===== src/rtl/ft_pkg.sv =====
// Shared types and constants for the fault-tolerant recovery controller.
// The FAULT state only exists when FT_RETRY_LIMIT_EN is defined.
package ft_pkg;

    typedef enum logic [2:0] {
        ST_IDLE       = 3'd0,
        ST_HALT       = 3'd1,
        ST_RESET      = 3'd2,
        ST_REPLAY     = 3'd3,
        ST_RESTORE_PC = 3'd4,
        ST_RESUME     = 3'd5
`ifdef FT_RETRY_LIMIT_EN
        ,
        ST_FAULT      = 3'd6
`endif
    } ft_rec_state_t;

    // x0 is hard-wired in the cores, so replay starts at register 1
    localparam int FIRST_REPLAY_IDX = 1;

endpackage


===== src/rtl/ft_recovery_ctrl.sv =====
// Lock-step recovery controller: on a comparator mismatch it halts fetch,
// resets the cores, replays the shadow register file into them, restores
// the saved safe PC and resumes.  Errors seen while a recovery is already
// running queue one more recovery behind it.
// Optional feature macro: FT_RETRY_LIMIT_EN -- bounds back-to-back
// recoveries to MAX_RETRIES and then parks in a sticky FAULT state
// flagged on perm_fault_o.
module ft_recovery_ctrl
    import ft_pkg::*;
#(
    parameter int ADDR_WIDTH   = 5,
    parameter int DATA_WIDTH   = 32,
    parameter int NUM_REGS     = 32,
    parameter int RESET_CYCLES = 4,
    parameter int MAX_RETRIES  = 3
) (
    input  logic                  clk_i,
    input  logic                  rst_i,
    input  logic                  error_i,
    input  logic                  halted_i,
    output logic [ADDR_WIDTH-1:0] rf_addr_o,
    input  logic [DATA_WIDTH-1:0] rf_rdata_i,
    output logic                  core_we_o,
    output logic [ADDR_WIDTH-1:0] core_waddr_o,
    output logic [DATA_WIDTH-1:0] core_wdata_o,
    input  logic                  core_wready_i,
    input  logic [DATA_WIDTH-1:0] spc_i,
    output logic [DATA_WIDTH-1:0] pc_o,
    output logic                  pc_we_o,
    output logic                  halt_o,
    output logic                  reset_o,
    output logic                  resume_o,
    output logic                  busy_o
`ifdef FT_RETRY_LIMIT_EN
    ,
    output logic                  perm_fault_o
`endif
);

    localparam int RCNT_W = (RESET_CYCLES > 1) ? $clog2(RESET_CYCLES) : 1;
    localparam logic [RCNT_W-1:0]     RCNT_LAST = RCNT_W'(RESET_CYCLES - 1);
    localparam logic [RCNT_W-1:0]     RCNT_ONE  = RCNT_W'(1);
    localparam logic [ADDR_WIDTH-1:0] IDX_FIRST = ADDR_WIDTH'(FIRST_REPLAY_IDX);
    localparam logic [ADDR_WIDTH-1:0] IDX_LAST  = ADDR_WIDTH'(NUM_REGS - 1);
    localparam logic [ADDR_WIDTH-1:0] IDX_ONE   = ADDR_WIDTH'(1);

    // Reject parameter sets the counters cannot represent
    if (NUM_REGS < 2 || NUM_REGS > (2 ** ADDR_WIDTH) || RESET_CYCLES < 1 || MAX_RETRIES < 0)
    begin : g_param_check
        $error("ft_recovery_ctrl: illegal parameter combination");
    end

    ft_rec_state_t         state;
    ft_rec_state_t         state_nx;
    logic [ADDR_WIDTH-1:0] idx;
    logic [RCNT_W-1:0]     rcnt;
    logic                  pending;
    logic [DATA_WIDTH-1:0] pc_q;
    logic                  beat;
    logic                  replay;
    logic                  requeue;

`ifdef FT_RETRY_LIMIT_EN
    localparam int RETRY_W = (MAX_RETRIES > 0) ? $clog2(MAX_RETRIES + 1) : 1;
    localparam logic [RETRY_W-1:0] RETRY_MAX = RETRY_W'(MAX_RETRIES);
    localparam logic [RETRY_W-1:0] RETRY_ONE = RETRY_W'(1);
    logic [RETRY_W-1:0] retry_cnt;
`endif

    assign replay  = (state == ST_REPLAY);
    assign beat    = replay && core_wready_i;
    // an error in the RESUME cycle itself still queues another recovery
    assign requeue = pending || error_i;

    // Next-state decode
    always_comb begin
        state_nx = state;
        case (state)
            ST_IDLE:       if (error_i) state_nx = ST_HALT;
            ST_HALT:       if (halted_i) state_nx = ST_RESET;
            ST_RESET:      if (rcnt == RCNT_LAST) state_nx = ST_REPLAY;
            ST_REPLAY:     if (beat && idx == IDX_LAST) state_nx = ST_RESTORE_PC;
            ST_RESTORE_PC: state_nx = ST_RESUME;
            ST_RESUME: begin
                if (!requeue) begin
                    state_nx = ST_IDLE;
                end else begin
                    state_nx = ST_HALT;
`ifdef FT_RETRY_LIMIT_EN
                    if (retry_cnt == RETRY_MAX) state_nx = ST_FAULT;
`endif
                end
            end
`ifdef FT_RETRY_LIMIT_EN
            ST_FAULT:      state_nx = ST_FAULT;
`endif
            default:       state_nx = ST_IDLE;
        endcase
    end

    // State, reset-length counter, replay index and pending flag
    always_ff @(posedge clk_i) begin
        if (rst_i) begin
            state   <= ST_IDLE;
            rcnt    <= '0;
            idx     <= '0;
            pending <= 1'b0;
        end else begin
            state <= state_nx;

            if (state == ST_RESET && state_nx == ST_RESET) rcnt <= rcnt + RCNT_ONE;
            else                                           rcnt <= '0;

            if (state == ST_RESET && state_nx == ST_REPLAY) idx <= IDX_FIRST;
            else if (beat)                                  idx <= (idx == IDX_LAST) ? '0 : idx + IDX_ONE;

            if (state == ST_RESUME)                 pending <= 1'b0;
            else if (state != ST_IDLE && error_i)   pending <= 1'b1;
        end
    end

    // Restored PC is kept so pc_o holds its value between recoveries
    always_ff @(posedge clk_i) begin
        if (rst_i)                          pc_q <= '0;
        else if (state == ST_RESTORE_PC)    pc_q <= spc_i;
    end

`ifdef FT_RETRY_LIMIT_EN
    // Count back-to-back recoveries; a clean return to IDLE forgives them
    always_ff @(posedge clk_i) begin
        if (rst_i) begin
            retry_cnt <= '0;
        end else if (state == ST_RESUME) begin
            if (state_nx == ST_HALT)      retry_cnt <= retry_cnt + RETRY_ONE;
            else if (state_nx == ST_IDLE) retry_cnt <= '0;
        end
    end
`endif

    // Outputs are a pure decode of state, so reset clears them in one edge
    always_comb begin
        halt_o       = (state != ST_IDLE);
        busy_o       = (state != ST_IDLE);
        reset_o      = (state == ST_RESET);
        core_we_o    = replay;
        rf_addr_o    = replay ? idx : '0;
        core_waddr_o = replay ? idx : '0;
        core_wdata_o = replay ? rf_rdata_i : '0;
        pc_we_o      = (state == ST_RESTORE_PC);
        pc_o         = (state == ST_RESTORE_PC) ? spc_i : pc_q;
        resume_o     = (state == ST_RESUME);
`ifdef FT_RETRY_LIMIT_EN
        perm_fault_o = (state == ST_FAULT);
        if (state == ST_FAULT) busy_o = 1'b0;
`endif
    end

endmodule

===== config.mk =====
export PLATFORM = sky130hd
export DESIGN_NAME = ft_recovery_ctrl
export DESIGN_NICKNAME = d
export VERILOG_FILES = /design/src/rtl/ft_pkg.sv /design/src/rtl/ft_recovery_ctrl.sv
export SDC_FILE = /design/constraint.sdc
export NUM_CORES = 1
export LEC_CHECK = 0
export ABC_AREA = 1
export CORE_ASPECT_RATIO = 1.1
export CORE_MARGIN = 8
export CORE_UTILIZATION = 30
export DETAILED_ROUTE_END_ITERATION = 10
export PLACE_DENSITY = 0.66
export REMOVE_ABC_BUFFERS = 1
export SETUP_SLACK_MARGIN = 0.3
export SLEW_MARGIN = 0
export SYNTH_ARGS = -nofsm -noshare
export SYNTH_HDL_FRONTEND = slang
export SYNTH_SLANG_ARGS = --single-unit

===== constraint.sdc =====
create_clock -name clk_i -period 2.8 [get_ports clk_i]
set_input_delay 0.56 -clock clk_i [delete_from_list [all_inputs] [get_ports clk_i]]
set_output_delay 0.56 -clock clk_i [all_outputs]
set_load 0.005 [all_outputs]

Yosys cells after proc, flatten, opt, wreduce, memory -nomap -nowiden:

Index checks and enable logic that the tools add are counted.

* add/subtract/negate cells: 2
* $mul: 0
* divide/modulo/power cells: 0
* $lt $le $gt $ge: 0
* equality and inequality tests: 9
* shift operators: 0
* mux-type cells: 12
* bitwise gates (word level): 1
* reductions and logical operators: 12

Operators by type and width (number)
* two-way mux 32 bit: 2
* case mux 3 bit (6 select lines): 1
* equality test 3 x 2 -> 1 bit (second input constant): 4
* two-way mux 3 bit: 4
* two-way mux 5 bit: 2
* equality test 3 bit (second input constant): 2
* OR reduction 2 bit: 3
* adder 5 x 1 -> 5 bit (second input constant): 1
* equality test 5 bit (second input constant): 1
* logical AND 1 bit: 5
* equality test 3 x 1 -> 1 bit (second input constant): 1
* zero test 3 bit: 1
* two-way mux 1 bit: 3
* nonzero test 3 bit: 1
* adder 2 x 1 -> 2 bit (second input constant): 1
* equality test 2 bit (second input constant): 1
* nonzero test 2 bit: 1
* logical OR 1 bit: 1
* inverter 1 bit: 1

* flip-flop bits (word level): 43
* bits in latches: 0
* bits in writable memories: 0
* memory bits (read-only): 0
* bits of input ports: 69
* output and inout port bits: 80
* word-level logic and storage cells: 42
* memories kept: 0

Longest topological paths before layout:

Gate-level depths: netlist (run 1).

* word-level depth: 9
* mapped depth: 10
* gate-level depth less buffers: 10

Worst setup path before layout (run 1):

Ideal clock, no wire load.

* path kind: register to output
* start: register state[1]
* end: output pc_o[22]
* data arrival time: 1.049 ns
* data required time: 2.240 ns
* path slack: 1.191 ns
* stages on the path, launching flop included: 8
* path buffers: 1
* cell sequence: dfxtp_1 -> nor2_2 -> nand2_4 -> inv_4 -> buf_6 -> or2_1 -> o21ai_2 -> inv_1

* word-level cells in the longest chain between the ends: 2

Ends and longest elaborated chain
* from (decl): line ft_recovery_ctrl.sv:53 `ft_rec_state_t state;`
* from (signal assigned): line ft_recovery_ctrl.sv:109 `state <= state_nx;`
* equality test 3 bit
* net pc_we_o: line ft_recovery_ctrl.sv:29 `output logic pc_we_o,`
* two-way mux 32 bit
* to (decl): line ft_recovery_ctrl.sv:28 `output logic [DATA_WIDTH-1:0] pc_o,`

The timed path passes the listed nets, and every way through them passes these cells.

Worst setup path in the final report (run 1):

* start: register state[1]
* end: output pc_o[31]

* word-level cells in the longest chain between the ends: 2

Ends and longest elaborated chain
* equality test 3 bit: line ft_recovery_ctrl.sv:150 `pc_o = (state == ST_RESTORE_PC) ? spc_i : pc_q;`
* two-way mux 32 bit

Every way passes these cells.

==> results by group, run 1 <==
Setup path
  • Crit path DAT: 1850 ps
  • Crit. End Element: output pin
  • Req. time, crit path: 2240 ps
  • Maximum fanout along the worst path: 33
  • Setup CP Type: reg2out
  • Setup crit start kind: flop

STA
  • RSZ-0062 raised after global routing: true
  • Worst Tran Pin Value: approximately 310 ps
  • Final hold violation count: 0
  • Finish-stage setup viols: 0
  • Max-slew headroom: 0.792
  • Clk_skew: 3.62 ps
  • Final slew viol count: 0
  • Tmin final: around 2400 ps
  • Setup_tns: 0 ps
  • Final Cycle Share: 0.860
  • Max frequency: roughly 420 MHz

Die
  • Chip height: approximately 110 µm
  • Row cnt: 33
  • Core Region: about 7500 µm²
  • Ports: 149
  • Initial Util: 0.309
  • Die Span X: ~100 µm
  • Die Footprint: roughly 11000 µm²

Pwr
  • Leakage: 2.00 nW
  • Max VDD drop: between 200 and 250 µV
  • Pwr Total: 0.00123 W
  • Pwr/cell area: approximately 310 nW/µm²

Global route
  • Grt ovf: 0
  • Largest net degree at the start of global routing: 39
  • Vias in the first global route: approximately 2500
  • GRT Util Overall: 0.135
  • Global-route wire length before repair: about 12000 µm
  • Initial antenna violation count: 0

Finish
  • Most frequent cells in the layout: 148 x clkdlybuf4s50_1, 81 x inv_1, 78 x nor2_1
  • Final net count: about 550
  • Final std cells w/o fill: 579
  • Multi-input gate area: 1010 µm²
  • Layout cells sized above 1: 0.108
  • Fill count: 750
  • Antenna diode count: 0
  • Area added between synthesis and finish: 71.3%
  • Register Area: between 800 and 900 µm²
  • Commonest non-fill, non-tap cell in the layout: clkdlybuf4s50_1

Worst hold path
  • Hold/Removal Path Class: reg2reg

Place
  • Dpl hpwl: between 6000 and 7000 µm
  • GP Congestion: between 0.8 and 0.9
  • Number of port buffers: 148
  • Placed Cells: 571

Yosys
  • Synth top area share: 0.372
  • Yosys warning total: 0
  • Synth cell types: 22
  • Synthesized instance count: 333
  • Syn Area/Cell: 6.94 µm²
  • Area leader, netlist: dfxtp_1
  • Seq/Total Area, Yosys: 0.372
  • Seq cells post-synth: 43
  • Netlist Area Pre-Place: approximately 2300 µm²
  • Largest cells by area after synthesis: dfxtp_1 37%, inv_1 13%, nor2_1 13%

Route
  • Average wire per standard cell: roughly 13 µm
  • DRT Pass-1 Iters: 4
  • Total number of vias: 2419
  • Drt total wl: about 7400 µm
  • Vias/cell: around 4.2
  • Routed Antenna Nets: 0
  • DR DRC count: 0
  • DR iter-0 viols: 56

Clock network
  • H-tree Lvls: 2
  • Worst-Skew Late Latency: 280 ps
  • Root Driver: clkbuf_8
  • Num CTS Buffers: 5
  • Setup Buffers After CTS: 0
  • Worst-path clk slew: ~80 ps
  • CTS Hold Bufs: 0
  • Deepest clock path buffer count: 2
  • CTS tree: yes
  • Clock sink total: 43

Run
  • Max Cap Violations: 0

Outcome
  • Status: completed
## sequential cells by signal, summed over array words and instances (netlist names)
| register | count |
|---|---|
| idx | 5 |
| rcnt | 2 |
| state | 3 |
| pc_q | 32 |
| pending | 1 |
## layer usage
layer,vias up,GRT usage,wire [µm]
met1,1054,0.157,3290
li1,1242,-,-
met4,0,0.0195,16
met2,121,0.227,3250
met5,-,0,0
met3,2,0.0604,818
## worst max-delay path: stages (launching register included)
cell and delay, ps:
dfxtp_4 370, nor2_4 150, nand2_4 100, inv_8 150
or2_2 130, o21ai_0 90, inv_1 70, clkdlybuf4s50_1 500
## stage by stage
| step | hold slack, ps | util | setup WS, ps | area [µm²] |
|---|---|---|---|---|
| finish | 420 | 0.530 | 393 | 3960 |
| global placement | 409 | 0.513 | 519 | 3830 |
| floorplan | 398 | - | 736 | 2180 |
| global route | 450 | 0.530 | 249 | 3960 |
| detailed placement | 412 | 0.513 | 498 | 3830 |
| CTS | 424 | 0.529 | 362 | 3950 |
## Yosys cell counts (all sizes together)
cell    instances
nor2           80
nand2          14
nor3            5
dfxtp          43
ha              3
a21oi           7
xor2            1
buf            16
o21ai          35
or2            32
inv            83
nand4           1
nand3           9
clkbuf          4
## layout make-up
type / instances / share of cell area
Multi-Input combinational cell: 187 / 0.256
Inverter: 83 / 0.0806
Timing Repair Buffer: 153 / 0.387
Tap cell: 105 / 0.0332
Sequential cell: 43 / 0.219
Clock buffer: 8 / 0.0253
## path summary, 6_finish.rpt
path	start	endpoint	slack (ps)	cells past startpoint
hold / removal	rcnt[0]	rcnt[0]	420	1
hold reg to reg	rcnt[0]	rcnt[0]	420	1
setup reg to reg	idx[0]	rcnt[0]	1110	10
setup / recovery	state[1]	pc_o[31]	390	7
## power breakdown
part / leakage (nW) / internal (W) / total [W] / switching (W)
clock: 0.0515 / 0.000225 / 0.000421 / 0.000196
combinational: 1.60 / 0.000120 / 0.000184 / 0.0000642
sequential: 0.348 / 0.000616 / 0.000623 / 0.00000651
total: 2.00 / 0.000961 / 0.00123 / 0.000267
## cell families after synthesis
group,after synthesis,share of synthesized area
adders and majority gates,3,0.0162
buffers and inverters,103,0.192
xor gates and xnor gates,1,0.00379
AOI/OAI and AO/OA,42,0.138
DFF,43,0.372
and+or+nand+nor,141,0.278
## what timing repair did
action | CTS | global route
gates resized for setup | 8 | 2
gates cloned | 0 | 0
setup endpoints to repair | 32 | 30
Note: power is estimated with default switching activity, not from simulation.
==> inputs of run 2 (changes only) <==
--- a/config.mk
+++ b/config.mk
@@ -10,6 +10,7 @@
 export CORE_MARGIN = 8
 export CORE_UTILIZATION = 30
 export DETAILED_ROUTE_END_ITERATION = 10
+export HOLD_SLACK_MARGIN = 0.02
 export PLACE_DENSITY = 0.66
 export REMOVE_ABC_BUFFERS = 1
 export SETUP_SLACK_MARGIN = 0.3
==> results of run 2 <==
The final DEF is identical to that of run 1; final timing and power are the same.
==> inputs of run 3 (changes only) <==
==> constraint.sdc (replaced) <==
create_clock -name clk_i -period 2.8 [get_ports clk_i]
set_input_delay 0.28 -clock clk_i [delete_from_list [all_inputs] [get_ports clk_i]]
set_output_delay 0.28 -clock clk_i [all_outputs]
set_load 0.005 [all_outputs]
==> run 3 against run 2 <==
Compared with the run above: routed wire length fell by 1.2%; combinational power barely moved; sequential share of layout area about the same; core utilization is 0.33 points lower; first-iteration DRC count up 41%; largest cell class unchanged; highest routed layer unchanged; worst setup slack better by 120 ps; fmax rose by 5.4%; non-clock buffer count shrank 2.
==> results by group, run 3 (synthesis results as in run 1) <==
Finish
  • Antenna diode count: 0 (unchanged)
  • Reg with most FFs: pc_q (unchanged)
  • Top flop regs: pc_q (32), idx (5), state (3) (unchanged)
  • Commonest non-fill, non-tap cell in the layout: clkdlybuf4s50_1 (unchanged)
  • Fill count: 743 (was 750)
  • Layout cells sized above 1: 0.0996 (was 0.108)
  • Area added between synthesis and finish: 70.2% (was 71.3%)
  • Register Area: 861 µm² (was 866 µm²)
  • Multi-input gate area: 1010 µm² (about the same)
  • Flip-flop count of the largest register after layout: 32 (unchanged)
  • Most frequent cells in the layout: 148 x clkdlybuf4s50_1, 81 x inv_1, 78 x nor2_1 (unchanged)
  • Final net count: 543 (was 545)

STA
  • Tmin final: 2280 ps (was 2410 ps)
  • Final slew viol count: 0 (unchanged)
  • Final Cycle Share: 0.815 (was 0.860)
  • Final hold violation count: 0 (unchanged)
  • RSZ-0062 raised after global routing: false (was true)
  • Clk_skew: 4.53 ps (was 3.62 ps)
  • Max-slew headroom: 0.552 (was 0.792)
  • Max frequency: 438 MHz (was 415 MHz)
  • Worst Tran Pin Value: 670 ps (was 310 ps)
  • Worst setup margin: 517 ps (was 393 ps)
  • Finish-stage setup viols: 0 (unchanged)
  • Setup_tns: 0 ps (unchanged)

Global route
  • Grt ovf: 0 (unchanged)
  • Global-route wire length before repair: 11500 µm (was 12000 µm)
  • GRT Util Overall: 0.129 (was 0.135)
  • GR peak layer: met2 (unchanged)
  • Met3 Usage GRT: 0.0578 (was 0.0604)
  • GR Util met2: 0.210 (was 0.227)
  • Vias in the first global route: 2370 (was 2472)
  • Largest net degree at the start of global routing: 39 (unchanged)
  • M1 GR Usage: 0.154 (was 0.157)
  • Initial antenna violation count: 0 (unchanged)

Setup path
  • Reg2reg end: rcnt[0] (unchanged)
  • Crit path DAT: 2000 ps (was 1850 ps)
  • Setup crit start kind: flop (unchanged)
  • Maximum fanout along the worst path: 34 (was 33)
  • Reg-to-Reg Start: idx[0] (unchanged)
  • R2R cell count: 10 (unchanged)
  • Reg2reg setup slack: 1140 ps (was 1110 ps)
  • Req. time, crit path: 2520 ps (was 2240 ps)
  • Crit. End Element: output pin (unchanged)
  • Setup CP Type: reg2out (unchanged)

Route
  • DR iter-0 viols: 79 (was 56)
  • Total number of vias: 2430 (was 2419)
  • Vias/cell: 4.21 (was 4.18)
  • Routed Antenna Nets: 0 (unchanged)
  • DR DRC count: 0 (unchanged)
  • DRT Pass-1 Iters: 4 (unchanged)
  • Average wire per standard cell: 12.6 µm (was 12.7 µm)
  • Drt total wl: 7280 µm (was 7370 µm)

Outcome
  • Status: completed (unchanged)

Place
  • GP Congestion: 0.846 (was 0.847)
  • Number of port buffers: 148 (unchanged)
  • Dpl hpwl: 5920 µm (was 6040 µm)
  • Post-placement setup slack: 681 ps (was 498 ps)

Die
  • Ports: 149 (unchanged)
  • Initial Util: 0.309 (unchanged)
  • Die Span X: 99.7 µm (unchanged)
  • Core Region: 7470 µm² (unchanged)
  • Die Footprint: 10800 µm² (unchanged)
  • Chip height: 108 µm (unchanged)
  • Row cnt: 33 (unchanged)

Pwr
  • P_sw: 0.000265 W (was 0.000267 W)
  • Leakage: 1.99 nW (was 2.00 nW)
  • Pwr/cell area: 312 nW/µm² (was 310 nW/µm²)
  • Max VDD drop: 245 µV (was 219 µV)
  • Sw Share: 0.217 (about the same)
  • Clk pwr share: 0.343 (about the same)
  • P_int: 0.000960 W (was 0.000961 W)
  • Gate power share: 0.150 (about the same)
  • Share of total power in sequential cells: 0.507 (about the same)

Clock network
  • H-tree Lvls: 2 (unchanged)
  • Root Driver: clkbuf_8 (unchanged)
  • Worst-Skew Late Latency: 280 ps (about the same)
  • Clock sink total: 43 (unchanged)
  • Deepest clock path buffer count: 2 (unchanged)
  • Num CTS Buffers: 5 (unchanged)
  • Worst-path clk slew: 70 ps (was 80 ps)
  • CTS tree: yes (unchanged)

Run
  • Max Cap Violations: 0 (unchanged)

Worst hold path
  • Hold Crit Depth: 1 (unchanged)
  • Hold Path End: rcnt[0] (unchanged)
  • Hold/Removal Path Class: reg2reg (unchanged)
  • Hold Startpoint: rcnt[0] (unchanged)
-- run 3: changes by cell type in the layout (fill, tap and decap cells not counted), sizes merged --
cell and delta:
buf -2
-- run 3: critical path, stage by stage, from the launching register on --
cell	delay [ps]
dfxtp_1	430
nor2_2	100
nand2_4	80
buf_6	330
o21ai_0	170
inv_1	80
clkdlybuf4s50_1	500
-- run 3: through the flow --
step | instances | total power (W) | hold WS [ps] | utilization | area [µm²]
final | 577 | 0.00123 | 427 | 0.526 | 3930
after global routing | 577 | 0.00130 | 465 | 0.526 | 3930
after floorplan | 313 | 0.000673 | 349 | - | 2180
after CTS | 577 | 0.00125 | 432 | 0.526 | 3930
after global placement | 569 | 0.000819 | 410 | 0.512 | 3830
after detailed placement | 569 | 0.000822 | 421 | 0.512 | 3830
-- run 3: power groups by stage --
stage | clock network [W] | registers, W | logic [W]
after floorplan | 0 | 0.000635 | 0.0000385
after global placement | 0 | 0.000635 | 0.000184
after detailed placement | 0 | 0.000635 | 0.000187
after CTS | 0.000440 | 0.000621 | 0.000187
after global routing | 0.000474 | 0.000622 | 0.000201
final | 0.000420 | 0.000621 | 0.000184
-- run 3: metal layers --
layer / vias to the layer above / wire (µm)
met4: 0 / 43
met2: 123 / 3170
li1: 1239 / -
met5: - / 0
met3: 5 / 768
met1: 1063 / 3300
-- run 3: worst max path at each step --
stage / startpoint / endpoint / slack [ps] / cells past startpoint
floorplan: state[2] / idx[3] / 920 / 6
global placement: state[1] / pc_o[31] / 710 / 6
detailed placement: state[1] / pc_o[0] / 680 / 6
CTS: state[1] / pc_o[0] / 350 / 6
global route: state[1] / pc_o[0] / 370 / 7
finish: state[1] / pc_o[0] / 520 / 6
-- run 3: cell type report --
class                      instances  area share
clock buffer                       8      0.0254
inverter                          83      0.0798
multi-input combinational        187       0.256
sequential                        43       0.219
tap                              105      0.0334
timing repair buffer             151       0.386
-- run 3: timing repair --
item,4_1_cts,5_1_grt
endpoints found under the setup margin,0,3
resized for setup,0,1
setup buffers,0,0
hold buffers,0,0
